## src/rtl/axis_sgdma2ic_if.sv

```systemverilog
// AXI-Stream bundle shared by the DMA control, DMA data and router sides of the bridge.
interface axis_sgdma2ic_if #(
    parameter int TDATA_WIDTH = 64,
    parameter int DEST_WIDTH  = 4
);
    logic [TDATA_WIDTH-1:0]   tdata;
    logic                     tvalid;
    logic                     tready;
    logic                     tlast;
    logic [TDATA_WIDTH/8-1:0] tkeep;
    logic [DEST_WIDTH-1:0]    tdest;

    modport master (output tdata, tvalid, tlast, tkeep, tdest, input tready);
    modport slave  (input tdata, tvalid, tlast, tkeep, tdest, output tready);
endinterface

```

## src/rtl/axis_sgdma2ic.sv

```systemverilog
// DMA MM2S to stream-router bridge: consumes one control descriptor, then forwards one
// data packet tagged with the APP0 destination.
module axis_sgdma2ic #(
    parameter int DATA_TDATA_WIDTH = 64,
    parameter int CTRL_TDATA_WIDTH = 32,
    parameter int DEST_WIDTH       = 4,
    parameter int PKT_CNT_WIDTH    = 16
) (
    input  logic                     clk,
    input  logic                     arst,
    axis_sgdma2ic_if.slave           ctrl,
    axis_sgdma2ic_if.slave           data,
    axis_sgdma2ic_if.master          axis,
    input  logic                     err_clr,
    output logic                     desc_err,
    output logic [PKT_CNT_WIDTH-1:0] pkt_count
);
    typedef enum logic [1:0] {S_CTRL, S_DATA, S_DRAIN} state_t;

    state_t                state, state_nxt;
    logic [2:0]            cnt;
    logic [DEST_WIDTH-1:0] dest_q;
    logic                  ctrl_hs, data_done, err_set;
    logic                  unused_sig;

    assign ctrl_hs   = ctrl.tvalid && ctrl.tready;
    assign data_done = (state == S_DATA) && data.tvalid && data.tready && data.tlast;

    assign axis.tdata = data.tdata;
    assign axis.tkeep = data.tkeep;
    assign axis.tlast = data.tlast;
    assign axis.tdest = dest_q;

    // tkeep of the control stream and the sideband tdest inputs carry no information here
    assign unused_sig = ^{ctrl.tkeep, ctrl.tdest, ctrl.tdata, data.tdest};

    always_comb begin
        state_nxt   = state;
        ctrl.tready = 1'b0;
        data.tready = 1'b0;
        axis.tvalid = 1'b0;
        err_set     = 1'b0;
        case (state)
            S_CTRL: begin
                ctrl.tready = 1'b1;
                if (ctrl_hs) begin
                    if (cnt == 3'd0 && ctrl.tdata[31:28] != 4'hA)
                        err_set = 1'b1;
                    if (cnt == 3'd5) begin
                        if (ctrl.tlast) begin
                            state_nxt = S_DATA;
                        end else begin
                            err_set   = 1'b1;
                            state_nxt = S_DRAIN;
                        end
                    end else if (ctrl.tlast) begin
                        err_set = 1'b1;
                    end
                end
            end
            S_DRAIN: begin
                ctrl.tready = 1'b1;
                if (ctrl_hs && ctrl.tlast)
                    state_nxt = S_DATA;
            end
            S_DATA: begin
                axis.tvalid = data.tvalid;
                data.tready = axis.tready;
                if (data_done)
                    state_nxt = S_CTRL;
            end
            default: state_nxt = S_CTRL;
        endcase
    end

    always_ff @(posedge clk or posedge arst) begin
        if (arst) begin
            state     <= S_CTRL;
            cnt       <= 3'd0;
            dest_q    <= '0;
            desc_err  <= 1'b0;
            pkt_count <= '0;
        end else begin
            state <= state_nxt;
            if (err_set)
                desc_err <= 1'b1;
            else if (err_clr)
                desc_err <= 1'b0;
            if (state == S_CTRL && ctrl_hs) begin
                if (cnt == 3'd1)
                    dest_q <= ctrl.tdata[DEST_WIDTH-1:0];
                cnt <= (ctrl.tlast || cnt == 3'd5) ? 3'd0 : cnt + 3'd1;
            end
            if (state == S_DRAIN && ctrl_hs && ctrl.tlast)
                cnt <= 3'd0;
            if (data_done)
                pkt_count <= pkt_count + PKT_CNT_WIDTH'(1);
        end
    end
endmodule

```

## src/flat_wrapper.sv

```systemverilog
// flat-port wrapper written by rule: the top's interface ports become plain ports
module axis_sgdma2ic_flat 
#(
    parameter int DATA_TDATA_WIDTH = 64,
    parameter int CTRL_TDATA_WIDTH = 32,
    parameter int DEST_WIDTH       = 4,
    parameter int PKT_CNT_WIDTH    = 16
)
  (clk, arst, err_clr, desc_err, pkt_count, ctrl_tdata, ctrl_tvalid, ctrl_tlast, ctrl_tkeep, ctrl_tdest, ctrl_tready, data_tdata, data_tvalid, data_tlast, data_tkeep, data_tdest, data_tready, axis_tdata, axis_tvalid, axis_tlast, axis_tkeep, axis_tdest, axis_tready);
  axis_sgdma2ic_if #(.TDATA_WIDTH(32), .DEST_WIDTH(DEST_WIDTH)) ctrl_i ();
  axis_sgdma2ic_if #(.TDATA_WIDTH(64), .DEST_WIDTH(DEST_WIDTH)) data_i ();
  axis_sgdma2ic_if #(.TDATA_WIDTH(64), .DEST_WIDTH(DEST_WIDTH)) axis_i ();
  input  logic clk;
  input  logic arst;
  input  logic err_clr;
  output logic desc_err;
  output logic [PKT_CNT_WIDTH-1:0] pkt_count;
  input wire logic [$bits(ctrl_i.tdata)-1:0] ctrl_tdata;
  input wire logic [$bits(ctrl_i.tvalid)-1:0] ctrl_tvalid;
  input wire logic [$bits(ctrl_i.tlast)-1:0] ctrl_tlast;
  input wire logic [$bits(ctrl_i.tkeep)-1:0] ctrl_tkeep;
  input wire logic [$bits(ctrl_i.tdest)-1:0] ctrl_tdest;
  output wire logic [$bits(ctrl_i.tready)-1:0] ctrl_tready;
  input wire logic [$bits(data_i.tdata)-1:0] data_tdata;
  input wire logic [$bits(data_i.tvalid)-1:0] data_tvalid;
  input wire logic [$bits(data_i.tlast)-1:0] data_tlast;
  input wire logic [$bits(data_i.tkeep)-1:0] data_tkeep;
  input wire logic [$bits(data_i.tdest)-1:0] data_tdest;
  output wire logic [$bits(data_i.tready)-1:0] data_tready;
  output wire logic [$bits(axis_i.tdata)-1:0] axis_tdata;
  output wire logic [$bits(axis_i.tvalid)-1:0] axis_tvalid;
  output wire logic [$bits(axis_i.tlast)-1:0] axis_tlast;
  output wire logic [$bits(axis_i.tkeep)-1:0] axis_tkeep;
  output wire logic [$bits(axis_i.tdest)-1:0] axis_tdest;
  input wire logic [$bits(axis_i.tready)-1:0] axis_tready;
  assign ctrl_i.tdata = ctrl_tdata;
  assign ctrl_i.tvalid = ctrl_tvalid;
  assign ctrl_i.tlast = ctrl_tlast;
  assign ctrl_i.tkeep = ctrl_tkeep;
  assign ctrl_i.tdest = ctrl_tdest;
  assign ctrl_tready = ctrl_i.tready;
  assign data_i.tdata = data_tdata;
  assign data_i.tvalid = data_tvalid;
  assign data_i.tlast = data_tlast;
  assign data_i.tkeep = data_tkeep;
  assign data_i.tdest = data_tdest;
  assign data_tready = data_i.tready;
  assign axis_tdata = axis_i.tdata;
  assign axis_tvalid = axis_i.tvalid;
  assign axis_tlast = axis_i.tlast;
  assign axis_tkeep = axis_i.tkeep;
  assign axis_tdest = axis_i.tdest;
  assign axis_i.tready = axis_tready;
  axis_sgdma2ic #(.DATA_TDATA_WIDTH(DATA_TDATA_WIDTH), .CTRL_TDATA_WIDTH(CTRL_TDATA_WIDTH), .DEST_WIDTH(DEST_WIDTH), .PKT_CNT_WIDTH(PKT_CNT_WIDTH)) u_core (.clk(clk), .arst(arst), .ctrl(ctrl_i), .data(data_i), .axis(axis_i), .err_clr(err_clr), .desc_err(desc_err), .pkt_count(pkt_count));
endmodule
```

## config.mk

```make
export PLATFORM = sky130hd
export DESIGN_NAME = axis_sgdma2ic_flat
export DESIGN_NICKNAME = d
export VERILOG_FILES = /design/src/rtl/axis_sgdma2ic_if.sv /design/src/rtl/axis_sgdma2ic.sv /design/src/flat_wrapper.sv
export SDC_FILE = /design/constraint.sdc
export NUM_CORES = 1
export LEC_CHECK = 0
export CAP_MARGIN = 20
export CORE_MARGIN = 5
export CORE_UTILIZATION = 24
export CTS_CLUSTER_DIAMETER = 80
export DETAILED_ROUTE_END_ITERATION = 8
export PLACE_DENSITY = 0.81
export RECOVER_POWER = 25
export SLEW_MARGIN = 20
export SYNTH_ARGS = -nofsm -noshare
export SYNTH_HDL_FRONTEND = slang
export SYNTH_SLANG_ARGS = --single-unit
```

## constraint.sdc

```tcl
create_clock -name clk -period 1.31 [get_ports clk]
set_input_delay 0.262 -clock clk [delete_from_list [all_inputs] [get_ports clk]]
set_output_delay 0.262 -clock clk [all_outputs]
set_load 0.01 [all_outputs]
```

==> results.py <==
metrics = {
    "floorplan": {
        "die_y_microns": 97.0,
        "rows": 31,
        "coreArea_sq_mm": 0.00729,
        "start_util_pct": 24.9,
        "dieArea_sq_mm": 0.00940,
        "die_w_microns": 97.0,
        "io_pins": 221,
    },
    "timing": {
        "clock-skew-final_ns": 0.00724,
        "setup_violations": 23,
        "relSlewSlack_pct": 53.4,
        "hold_violations": 0,
        "fin_crit_sh_pct": 111,
        "period_minus_slack_ns": 1.45,
        "slew_viol_final": 0,
        "fmax_mhz": 688,
        "rsz0062_at_grt": "yes",
        "worst_slack_ns": -0.144,
        "fin_hold_ws_ns": 0.462,
        "tightest_slew_ns": 0.699,
    },
    "global_route": {
        "grt_pass1_vias": 1302,
        "grt-ovfl-total": 0,
        "grt_start_max_net_pins": 27,
        "grtUsageTotal_pct": 7.93,
        "grt_pass1_wl_microns": 6220,
        "antenna_found_initial": 0,
    },
    "clock_tree": {
        "htreeDepth": 1,
        "cts_root_buffer": "clkbuf_8",
        "hold_buffers": 0,
        "clk-insertion-delay-late_ns": 0.27,
        "cts.sink_count": 26,
        "cts_buffers": 3,
        "clock_path_buffers": 2,
        "clk_pin_slew_ns": 0.10,
        "cts_tree": "done",
    },
    "setup_path": {
        "critPathCaptureType": "flip-flop",
        "crit_family": "simple AND/OR/NAND/NOR gates",
        "crit_type": "reg -> reg",
        "cp_cell_sequence": "buf_6 > and4b_2 > buf_4 > nand3_4 > nor3_2 > xnor2_1",
        "worst-path-buf-inv": 2,
        "cp_slowest_stage_delay_ns": 0.39,
        "cpMaxStageDelayCell": "dfrtp_1",
        "path_max_fanout": 3,
        "required_ns": 1.50,
        "arrival_ns": 1.65,
        "critPathLaunchType": "flip-flop",
    },
    "drt": {
        "via_count": 1231,
        "drt-total-wl_microns": 3970,
        "drcViolationCount": 0,
        "drt_iter0_drc": 19,
        "routed_via_density": 4.12,
        "ant_nets": 0,
        "dr.pass1.iters": 5,
        "wl_per_cell_microns": 13.3,
    },
    "cells_and_area": {
        "final_nets": 329,
        "stdcell_area_sq_mm": 0.00239,
        "n_antenna_cell": 0,
        "drive_above_1_share_pct": 46.5,
        "area_growth_pct": 31.5,
    },
    "placement": {
        "place_area_sq_mm": 0.00203,
        "port_buffers": 40,
        "gp_congestion": 0.735,
        "dp_hpwl_microns": 2730,
        "pre_cts_slack_ns": -0.458,
    },
    "yosys": {
        "yosysWarnings": 0,
        "synth_seq_cells": 26,
        "synthCells": 185,
        "syn_area_sq_mm": 0.00182,
        "synth_seq_area_share_pct": 35.8,
        "avgSynthCellArea_sq_um": 9.81,
        "syn_nets": 313,
        "yosysUniqueCellTypes": 30,
    },
    "status": {
        "violations": "negative setup slack",
        "status": "complete, but fails checks",
    },
    "power_and_ir_drop": {
        "powerDensity_mw_per_mm2": 1260,
        "total_power_mw": 3.00,
        "p_leak_nw": 1.16,
        "ir_drop_mv": 0.696,
    },
    "worst_hold_path": {
        "min_path_type": "reg -> reg",
    },
    "job": {
        "drv_cap": 0,
    },
}
[metal layers]
| metal | share of wire (%) | wire length [microns] | global-route usage (%) |
|---|---|---|---|
| met2 | 53 | 2100 | 13.7 |
| met5 | 0 | 0 | 0 |
| met4 | 2.0 | 80 | 3.13 |
| met1 | 38 | 1490 | 8.65 |
| met3 | 7.4 | 294 | 3.09 |
[through the flow]
step	TNS [ns]	instances	utilization [%]
6_report	-2.02	299	32.7
5_1_grt	-3.71	299	32.7
4_1_cts	-2.50	295	31.0
3_5_place_dp	-9.02	278	27.8
3_3_place_gp	-8.56	278	27.8
2_1_floorplan	-0.0272	185	-
[cells in the mapped netlist]
library cell   n  area share, %
a31oi_1        1           0.34
nand4_4        1            1.2
dfrtp_1       26             36
buf_4         73             30
nor2_1         8            1.7
nor4bb_1       1           0.55
xor2_1         7            3.4
nor3_1         3           0.83
nor4_4         1            1.2
mux2_2         6            3.7
nand3_1        5            1.4
a22o_1         1           0.48
a21oi_1        2           0.55
o31ai_1        1           0.41
xnor2_1        9            4.3
nand4_2        1           0.69
and3_1         2           0.69
and4b_2        1           0.62
nand3b_1       2           0.83
a32o_1         1           0.55
a21o_1         1           0.41
nand2_1        6            1.2
o21ai_0        2           0.55
nand2b_1       2           0.69
and4_1         1           0.48
nand4_1        2           0.69
inv_1         12            2.5
o32ai_1        1           0.48
ha_1           4            2.8
a211oi_1       2           0.83
[worst register-to-register path: stages, from the launching register on]
cell     delay [ns]
dfrtp_1        0.39
buf_6          0.12
and4b_2        0.32
buf_4          0.14
nand3_4        0.08
nor3_2         0.18
xnor2_1        0.15
[where the power goes]
group	switching [mW]	internal, mW
combinational	0.625	0.829
clock	0.261	0.218
sequential	0.101	0.969
[flip-flops by register name (all words and copies together), names as in the netlist]
name / count
u_core.state: 2
u_core.axis.tdest: 4
u_core.desc_err: 1
u_core.pkt_count: 16
u_core.cnt: 3
[area by class of cell]
class | count | area (sq um)
Tap cell | 99 | 124
Fill cell | 789 | 4900
Multi-Input combinational cell | 74 | 786
Timing Repair Buffer | 84 | 736
Clock buffer | 4 | 45.0
Inverter | 12 | 45.0
Sequential cell | 26 | 652
[cell usage in the layout (no fill, tap or decap), drive strengths merged]
master	Yosys	final
nand3	5	5
clkbuf	0	6
and4b	1	1
ha	4	4
a22o	1	1
xor2	7	7
dlygate4sd3	0	1
o21ai	2	2
clkdlybuf4s50	0	14
a21oi	2	2
a32o	1	1
nor4	1	1
o31ai	1	1
and3	2	2
xnor2	9	9
nand3b	2	2
nand2b	2	2
o32ai	1	1
nand4	4	4
inv	12	12
nor4bb	1	1
nor2	8	8
a31oi	1	1
nor3	3	3
a211oi	2	2
dlygate4sd2	0	21
buf	73	46
mux2	6	6
and4	1	1
a21o	1	1
dfrtp	26	26
nand2	6	6
[path summary, 6_finish.rpt]
kind                                        end  slack (ns)  cells past startpoint                 start
max                        u_core.pkt_count[14]       -0.14                      6       u_core.state[1]
min                        u_core.pkt_count[15]        0.46                      1  u_core.pkt_count[15]
max reg2reg                u_core.pkt_count[14]       -0.14                      6       u_core.state[1]
min reg2reg                u_core.pkt_count[15]        0.46                      1  u_core.pkt_count[15]
max in group asynchronous   u_core.pkt_count[5]        0.21                      3                  arst
min in group asynchronous  u_core.pkt_count[14]        0.61                      3                  arst
[logic make-up after synthesis]
family | Yosys count | share of synthesized area, %
muxes | 6 | 3.72
adders and majority gates | 4 | 2.76
DFF | 26 | 35.8
buffers and inverters | 85 | 32.7
xor gates and xnor gates | 16 | 7.72
AOI/OAI and AO/OA | 12 | 4.62
and+or+nand+nor | 36 | 12.7
[timing repair]
item | in CTS | in global routing
endpoints found under the setup margin | 45 | 29
setup buffers | 14 | 6
pin swaps | 18 | 12
gates resized for setup | 65 | 28
Note: power is estimated with default switching activity, not from simulation.
